### src/rtl/alu_pkg.sv
// Shared types for the ALU issue stage: ALU operation codes, ALUOp selector and the
// entry held in the issue skid buffer.
package alu_pkg;
  localparam int ALU_DATA_W = 32;
  localparam int ALU_OP_W   = 4;
  localparam int ALU_RD_W   = 5;

  typedef enum logic [3:0] {
    ALU_ADD  = 4'b0000,
    ALU_SUB  = 4'b0001,
    ALU_XOR  = 4'b0010,
    ALU_OR   = 4'b0011,
    ALU_AND  = 4'b0100,
    ALU_SRL  = 4'b0101,
    ALU_SLL  = 4'b0110,
    ALU_SRA  = 4'b0111,
    ALU_SLT  = 4'b1000,
    ALU_SLTU = 4'b1001,
    ALU_EQ   = 4'b1010
  } alu_op_e;

  typedef enum logic [1:0] {
    SEL_MEM   = 2'b00,
    SEL_BR    = 2'b01,
    SEL_ARITH = 2'b10,
    SEL_PASS  = 2'b11
  } alu_sel_e;

  typedef struct packed {
    alu_op_e               op;
    logic [ALU_DATA_W-1:0] a;
    logic [ALU_DATA_W-1:0] b;
    logic [ALU_RD_W-1:0]   rd;
    logic                  br;
    logic                  inv;
    logic                  ill;
  } issue_entry_t;

  // Shifters only look at the low five bits of the shift amount.
  function automatic logic is_shift(alu_op_e op);
    return (op == ALU_SLL) || (op == ALU_SRL) || (op == ALU_SRA);
  endfunction
endpackage

### src/rtl/alu_issue_if.sv
// Decode-side and execute-side handshake bundle of the ALU issue stage.
interface alu_issue_if #(
  parameter int DATA_WIDTH    = 32,
  parameter int OPCODE_LENGTH = 4,
  parameter int REG_ADDR_W    = 5
);
  logic                     Flush;
  logic                     InValid;
  logic                     InReady;
  logic [1:0]               ALUOp;
  logic [2:0]               Funct3;
  logic                     Funct7b5;
  logic                     IsRType;
  logic [DATA_WIDTH-1:0]    InSrcA;
  logic [DATA_WIDTH-1:0]    InSrcB;
  logic [REG_ADDR_W-1:0]    InRd;
  logic                     OutValid;
  logic                     OutReady;
  logic [OPCODE_LENGTH-1:0] Operation;
  logic [DATA_WIDTH-1:0]    SrcA;
  logic [DATA_WIDTH-1:0]    SrcB;
  logic [REG_ADDR_W-1:0]    OutRd;
  logic                     IsBranch;
  logic                     BrInvert;
  logic                     Illegal;

  modport slave (
    input  Flush, InValid, ALUOp, Funct3, Funct7b5, IsRType, InSrcA, InSrcB, InRd, OutReady,
    output InReady, OutValid, Operation, SrcA, SrcB, OutRd, IsBranch, BrInvert, Illegal
  );
  modport master (
    output Flush, InValid, ALUOp, Funct3, Funct7b5, IsRType, InSrcA, InSrcB, InRd, OutReady,
    input  InReady, OutValid, Operation, SrcA, SrcB, OutRd, IsBranch, BrInvert, Illegal
  );
endinterface

### src/rtl/alu_decode.sv
// Combinational ALUOp/funct3/funct7b5 decode into ALU operation and branch flags.
module alu_decode
  import alu_pkg::*;
(
  input  logic [1:0] alu_op_i,
  input  logic [2:0] funct3_i,
  input  logic       funct7b5_i,
  input  logic       is_rtype_i,
  output alu_op_e    op_o,
  output logic       br_o,
  output logic       inv_o,
  output logic       ill_o
);
  always_comb begin
    op_o  = ALU_ADD;
    br_o  = 1'b0;
    inv_o = 1'b0;
    ill_o = 1'b0;
    case (alu_sel_e'(alu_op_i))
      SEL_BR: begin
        br_o = 1'b1;
        // funct3[0] selects the inverted sense: BNE/BGE/BGEU
        case (funct3_i)
          3'b000:  op_o = ALU_EQ;
          3'b001: begin op_o = ALU_EQ;   inv_o = 1'b1; end
          3'b100:  op_o = ALU_SLT;
          3'b101: begin op_o = ALU_SLT;  inv_o = 1'b1; end
          3'b110:  op_o = ALU_SLTU;
          3'b111: begin op_o = ALU_SLTU; inv_o = 1'b1; end
          default: ill_o = 1'b1;
        endcase
      end
      SEL_ARITH: begin
        case (funct3_i)
          3'b000:  op_o = (is_rtype_i && funct7b5_i) ? ALU_SUB : ALU_ADD;
          3'b001:  op_o = ALU_SLL;
          3'b010:  op_o = ALU_SLT;
          3'b011:  op_o = ALU_SLTU;
          3'b100:  op_o = ALU_XOR;
          3'b101:  op_o = funct7b5_i ? ALU_SRA : ALU_SRL;
          3'b110:  op_o = ALU_OR;
          default: op_o = ALU_AND;
        endcase
      end
      default: op_o = ALU_ADD;
    endcase
  end
endmodule

### src/rtl/alu_issue.sv
// ID/EX issue stage: decodes the ALU operation and registers it with its operands
// through a two-entry skid buffer so InReady never depends combinationally on OutReady.
module alu_issue
  import alu_pkg::*;
#(
  parameter int DATA_WIDTH    = ALU_DATA_W,
  parameter int OPCODE_LENGTH = ALU_OP_W,
  parameter int REG_ADDR_W    = ALU_RD_W
) (
  input  logic       clk,
  input  logic       reset,
  alu_issue_if.slave bus
);
  alu_op_e      dec_op;
  logic         dec_br, dec_inv, dec_ill;
  issue_entry_t in_entry;
  issue_entry_t main_q, main_d, skid_q, skid_d;
  logic         main_vld_q, main_vld_d, skid_vld_q, skid_vld_d;
  logic         in_ready_q;
  logic         accept, issue;

  alu_decode u_decode (
    .alu_op_i   (bus.ALUOp),
    .funct3_i   (bus.Funct3),
    .funct7b5_i (bus.Funct7b5),
    .is_rtype_i (bus.IsRType),
    .op_o       (dec_op),
    .br_o       (dec_br),
    .inv_o      (dec_inv),
    .ill_o      (dec_ill)
  );

  always_comb begin
    in_entry     = '0;
    in_entry.op  = dec_op;
    in_entry.a   = bus.InSrcA;
    in_entry.b   = is_shift(dec_op) ? {{(ALU_DATA_W-5){1'b0}}, bus.InSrcB[4:0]} : bus.InSrcB;
    in_entry.rd  = bus.InRd;
    in_entry.br  = dec_br;
    in_entry.inv = dec_inv;
    in_entry.ill = dec_ill;
  end

  assign accept = bus.InValid & in_ready_q;
  assign issue  = main_vld_q & bus.OutReady;

  // Skid only fills while main is stalled; it always drains into main before new input.
  always_comb begin
    main_d     = main_q;
    skid_d     = skid_q;
    main_vld_d = main_vld_q;
    skid_vld_d = skid_vld_q;
    if (bus.Flush) begin
      main_vld_d = 1'b0;
      skid_vld_d = 1'b0;
    end else if (!main_vld_q) begin
      if (accept) begin
        main_d     = in_entry;
        main_vld_d = 1'b1;
      end
    end else if (issue) begin
      if (skid_vld_q) begin
        main_d     = skid_q;
        skid_vld_d = 1'b0;
      end else if (accept) begin
        main_d = in_entry;
      end else begin
        main_vld_d = 1'b0;
      end
    end else if (accept) begin
      skid_d     = in_entry;
      skid_vld_d = 1'b1;
    end
  end

  always_ff @(posedge clk or posedge reset) begin
    if (reset) begin
      main_q     <= '0;
      skid_q     <= '0;
      main_vld_q <= 1'b0;
      skid_vld_q <= 1'b0;
      in_ready_q <= 1'b0;
    end else begin
      main_q     <= main_d;
      skid_q     <= skid_d;
      main_vld_q <= main_vld_d;
      skid_vld_q <= skid_vld_d;
      in_ready_q <= !skid_vld_d;
    end
  end

  assign bus.InReady   = in_ready_q;
  assign bus.OutValid  = main_vld_q;
  assign bus.Operation = main_q.op;
  assign bus.SrcA      = main_q.a;
  assign bus.SrcB      = main_q.b;
  assign bus.OutRd     = main_q.rd;
  assign bus.IsBranch  = main_q.br;
  assign bus.BrInvert  = main_q.inv;
  assign bus.Illegal   = main_q.ill;
endmodule

### src/flat_wrapper.sv
// flat-port wrapper written by rule: the top's interface ports become plain ports
module alu_issue_flat import alu_pkg::*;
#(
  parameter int DATA_WIDTH    = ALU_DATA_W,
  parameter int OPCODE_LENGTH = ALU_OP_W,
  parameter int REG_ADDR_W    = ALU_RD_W
)
  (clk, reset, bus_Flush, bus_InValid, bus_ALUOp, bus_Funct3, bus_Funct7b5, bus_IsRType, bus_InSrcA, bus_InSrcB, bus_InRd, bus_OutReady, bus_InReady, bus_OutValid, bus_Operation, bus_SrcA, bus_SrcB, bus_OutRd, bus_IsBranch, bus_BrInvert, bus_Illegal);
  alu_issue_if #(.DATA_WIDTH(DATA_WIDTH), .OPCODE_LENGTH(OPCODE_LENGTH), .REG_ADDR_W(REG_ADDR_W)) bus_i ();
  input  logic clk;
  input  logic reset;
  input wire logic [$bits(bus_i.Flush)-1:0] bus_Flush;
  input wire logic [$bits(bus_i.InValid)-1:0] bus_InValid;
  input wire logic [$bits(bus_i.ALUOp)-1:0] bus_ALUOp;
  input wire logic [$bits(bus_i.Funct3)-1:0] bus_Funct3;
  input wire logic [$bits(bus_i.Funct7b5)-1:0] bus_Funct7b5;
  input wire logic [$bits(bus_i.IsRType)-1:0] bus_IsRType;
  input wire logic [$bits(bus_i.InSrcA)-1:0] bus_InSrcA;
  input wire logic [$bits(bus_i.InSrcB)-1:0] bus_InSrcB;
  input wire logic [$bits(bus_i.InRd)-1:0] bus_InRd;
  input wire logic [$bits(bus_i.OutReady)-1:0] bus_OutReady;
  output wire logic [$bits(bus_i.InReady)-1:0] bus_InReady;
  output wire logic [$bits(bus_i.OutValid)-1:0] bus_OutValid;
  output wire logic [$bits(bus_i.Operation)-1:0] bus_Operation;
  output wire logic [$bits(bus_i.SrcA)-1:0] bus_SrcA;
  output wire logic [$bits(bus_i.SrcB)-1:0] bus_SrcB;
  output wire logic [$bits(bus_i.OutRd)-1:0] bus_OutRd;
  output wire logic [$bits(bus_i.IsBranch)-1:0] bus_IsBranch;
  output wire logic [$bits(bus_i.BrInvert)-1:0] bus_BrInvert;
  output wire logic [$bits(bus_i.Illegal)-1:0] bus_Illegal;
  assign bus_i.Flush = bus_Flush;
  assign bus_i.InValid = bus_InValid;
  assign bus_i.ALUOp = bus_ALUOp;
  assign bus_i.Funct3 = bus_Funct3;
  assign bus_i.Funct7b5 = bus_Funct7b5;
  assign bus_i.IsRType = bus_IsRType;
  assign bus_i.InSrcA = bus_InSrcA;
  assign bus_i.InSrcB = bus_InSrcB;
  assign bus_i.InRd = bus_InRd;
  assign bus_i.OutReady = bus_OutReady;
  assign bus_InReady = bus_i.InReady;
  assign bus_OutValid = bus_i.OutValid;
  assign bus_Operation = bus_i.Operation;
  assign bus_SrcA = bus_i.SrcA;
  assign bus_SrcB = bus_i.SrcB;
  assign bus_OutRd = bus_i.OutRd;
  assign bus_IsBranch = bus_i.IsBranch;
  assign bus_BrInvert = bus_i.BrInvert;
  assign bus_Illegal = bus_i.Illegal;
  alu_issue #(.DATA_WIDTH(DATA_WIDTH), .OPCODE_LENGTH(OPCODE_LENGTH), .REG_ADDR_W(REG_ADDR_W)) u_core (.clk(clk), .reset(reset), .bus(bus_i));
endmodule
### config.mk
export PLATFORM = sky130hd
export DESIGN_NAME = alu_issue_flat
export DESIGN_NICKNAME = d
export VERILOG_FILES = /design/src/rtl/alu_pkg.sv /design/src/rtl/alu_issue_if.sv /design/src/rtl/alu_decode.sv /design/src/rtl/alu_issue.sv /design/src/flat_wrapper.sv
export SDC_FILE = /design/constraint.sdc
export NUM_CORES = 1
export LEC_CHECK = 0
export CAP_MARGIN = 25
export CORE_UTILIZATION = 46
export DETAILED_ROUTE_END_ITERATION = 10
export HOLD_SLACK_MARGIN = 0.03
export PLACE_DENSITY = 0.76
export SYNTH_ARGS = -nofsm -noshare
export SYNTH_HDL_FRONTEND = slang
export SYNTH_SLANG_ARGS = --single-unit
### constraint.sdc
create_clock -name clk -period 5.4 [get_ports clk]
set_input_delay 1.08 -clock clk [delete_from_list [all_inputs] [get_ports clk]]
set_output_delay 1.08 -clock clk [all_outputs]
set_load 0.1 [all_outputs]
==> metrics.md <==
| Metric | Value |
|---|---|
| Final Util | 0.627 |
| N_diodes | 0 |
| Status | finished, final reports clean |
| Die width | 128 µm |
| Multiplexer area fraction after synthesis | 0.00136 |
| Finish-stage setup viols | 0 |
| PD cells | 468 mW/mm² |
| Critical path cell sequence | clkdlybuf4s50_1 > inv_1 > nand2_4 > buf_4 > a22oi_1 > o31ai_2 |
| EDFF count, synth | 0 |
| Setup TNS | 0 ns |
| Setup Skew | 0.00651 ns |
| Post-Syn Area | 0.00735 mm² |
| Worst setup margin | 2.04 ns |
| Worst-margin pin slew | 1.04 ns |
| Syn avg cell area | 9.47 µm² |
| Max Buffers Root-to-Sink | 2 |
| Fill count | 1314 |
| GR Overflow Total | 0 |
| Initial DRT Pass Iterations | 5 |
| CP required | 5.69 ns |
| Max-cap viol count | 0 |
| DIE AREA | 0.0165 mm² |
| Critical path buffer and inverter count | 3 |
| Post-Synth Adder-Cell Area | 0.00340 |
| Layout cells sized above 1 | 0.0881 |
| PortBufs | 158 |
| Number of vias in the routed layout | 6339 |
| Setup crit end kind | flop |
| Xor/xnor share of the synthesized area | 0.00119 |
| Antenna Nets Post-Route | 0 |
| Synth cell types | 46 |
| NumNets Final | 979 |
| Pleak | 4.37 nW |
| Initial Util | 0.477 |
| Final Hold Violating Endpoints | 0 |
| RSZ-0062 raised after global routing | no |
| Total power | 0.00453 W |
| Pin count of the biggest net entering global routing | 104 |
| Fmax | 0.297 GHz |
| Slowest cell on crit path | inv_1 |
| Area growth syn-to-layout | 31.6% |
| CP Max Fanout | 44 |
| Compound-Gate Fraction of Synth Area | 0.222 |
| Main combinational cell family by area after synthesis | compound AO/OA/AOI/OAI gates |
| Worst relative slew slack | 0.305 |
| Final period demand of the worst path | 3.36 ns |
| PostCTS Resize Cnt | 0 |
| Pins Over Slew Limit | 0 |
| Slowest stage delay, CP | 0.69 ns |
| Commonest non-fill, non-tap cell in the layout | clkdlybuf4s50_1 |
| TritonCTS clock tree | built |
| Post-Synth Simple-Gate Area | 0.181 |
| # IOs | 159 |
| Final period utilization | 0.623 |
| Setup Fix Bufs, Post-CTS | 0 |
| CTS Buf Count | 17 |
| Die height | 128 µm |
| Row cnt | 45 |
| CP top delay family | buffers and inverters |
| DRC | 0 |
| Peak VDD IR | 0.000366 V |
| Vias per cell | 5.66 |
| CTS H-tree lvls | 4 |
| GRT Resource Usage Total | 0.243 |
| Initial antenna violation count | 0 |
| Total Wirelength | 19700 µm |
| Critical path arrival | 3.65 ns |
| Worst setup path class | in -> reg |
| Startpoint Class | input port |
| WL per Instance | 17.6 µm |
| Asr flop ratio synth | 1.00 |
| Register area share after synthesis | 0.527 |
| Final Wtd Congestion | 0.803 |
| Pre-CTS setup slack | 1.47 ns |
| HP Class | reg -> reg |
| DP HPWL | 11900 µm |
| Synth Flop Type | dfrtp_1 |
| Syn Inst Count | 777 |
| Worst skew pair latency | 0.42 ns |
| Synth Register Bits | 155 |
| Mapped Nets | 860 |
| Vias in the first global route | 6044 |
| Post-cts hold buffer count | 0 |
| Clk root buf | clkbuf_16 |
| Initial DRC Count | 563 |
| Clock-pin slew on the worst setup and hold paths | 0.06 ns |
| YS warnings | 0 |
| Total core area | 0.0154 mm² |
| Most frequent cells in the layout | clkdlybuf4s50_1, dfrtp_1, nand2_1 |
| Global-route wire length before repair | 31100 µm |
| Sink Count | 155 |
layer usage:
metal | global-route usage | vias up | routed length [µm]
li1 | - | 2996 | -
met1 | 0.344 | 3094 | 9120
met2 | 0.372 | 228 | 9150
met3 | 0.0449 | 21 | 1150
met4 | 0.0893 | 0 | 297
met5 | 0 | - | 0
per-stage QoR:
stage / hold WS [ns] / cells / instance area, µm²
6_report: 0.477 / 1119 / 9680
4_1_cts: 0.478 / 1117 / 9630
5_1_grt: 0.494 / 1119 / 9680
3_5_place_dp: 0.463 / 1086 / 8990
2_1_floorplan: 0.446 / 777 / 7350
3_3_place_gp: 0.458 / 1085 / 8970
final timing paths:
kind | slack (ns) | start | depth (start not counted) | to
worst max-delay path | 2.04 | bus_Flush | 6 | u_core.skid_q[13]
worst min-delay path | 0.48 | u_core.skid_q[12] | 2 | u_core.skid_q[12]
worst max register to register | 2.88 | u_core.bus.OutValid | 7 | u_core.skid_q[13]
worst min register to register | 0.48 | u_core.skid_q[12] | 2 | u_core.skid_q[12]
max in group asynchronous | 3.36 | reset | 4 | u_core.skid_q[39]
min in group asynchronous | 0.92 | reset | 2 | u_core.bus.SrcB[13]
final cells by class:
| type | instances | area [µm²] | area share |
|---|---|---|---|
| multi-input cells | 515 | 3030 | 0.313 |
| well taps | 211 | 264 | 0.0273 |
| clock buffers | 20 | 467 | 0.0482 |
| inverters | 35 | 136 | 0.0141 |
| repair buffers | 172 | 1730 | 0.179 |
| clock inverters | 11 | 168 | 0.0173 |
| flip-flops and latches | 155 | 3880 | 0.401 |
report_power, final:
part           leakage, nW  switching, W  internal [W]
combinational         2.22       0.00121      0.000457
clock                0.308      0.000472      0.000807
sequential            1.84      0.000154       0.00143
cells in the mapped netlist (all sizes together), types with 2 or more instances:
| cell type | n | area share |
|---|---|---|
| o31ai | 29 | 0.037 |
| nand3 | 2 | 0.0014 |
| nor2 | 47 | 0.024 |
| buf | 34 | 0.026 |
| a22o | 2 | 0.0024 |
| a31oi | 30 | 0.026 |
| and3b | 27 | 0.032 |
| nand2 | 142 | 0.073 |
| and2 | 5 | 0.0043 |
| a21oi | 72 | 0.054 |
| inv | 35 | 0.018 |
| dfrtp | 155 | 0.53 |
| and3 | 28 | 0.024 |
| nor3 | 3 | 0.0051 |
| clkbuf | 38 | 0.019 |
| a22oi | 28 | 0.029 |
| o32ai | 2 | 0.0024 |
| o21ai | 7 | 0.0048 |
| ha | 2 | 0.0034 |
| nor2b | 2 | 0.0031 |
| nand4b | 2 | 0.0044 |
| o22ai | 70 | 0.060 |
worst reg2reg max path, stage by stage (launching register included):
cell	delay [ns]
dfrtp_1	0.40
buf_4	0.34
and4b_1	0.24
buf_4	0.28
nand2_4	0.35
buf_4	0.42
a22oi_1	0.26
o31ai_2	0.10
state kept, by name, summed over array words and instances (netlist names), 4 cells and up:
register / count
u_core.skid_q: 76
u_core.bus.SrcB: 32
u_core.bus.Operation: 4
u_core.bus.SrcA: 32
u_core.bus.OutRd: 5
cell families (layout without fill, tap and decap cells):
kind of cell,after synthesis,after routing
AND/OR/NAND/NOR,265,265
AO/OA/AOI/OAI,246,246
flip-flops,155,155
buffers and inverters,107,238
adder cells (fa/ha/maj),2,2
XOR/XNOR,1,1
multiplexers,1,1
No activity file was read; power rests on OpenSTA's default activity.
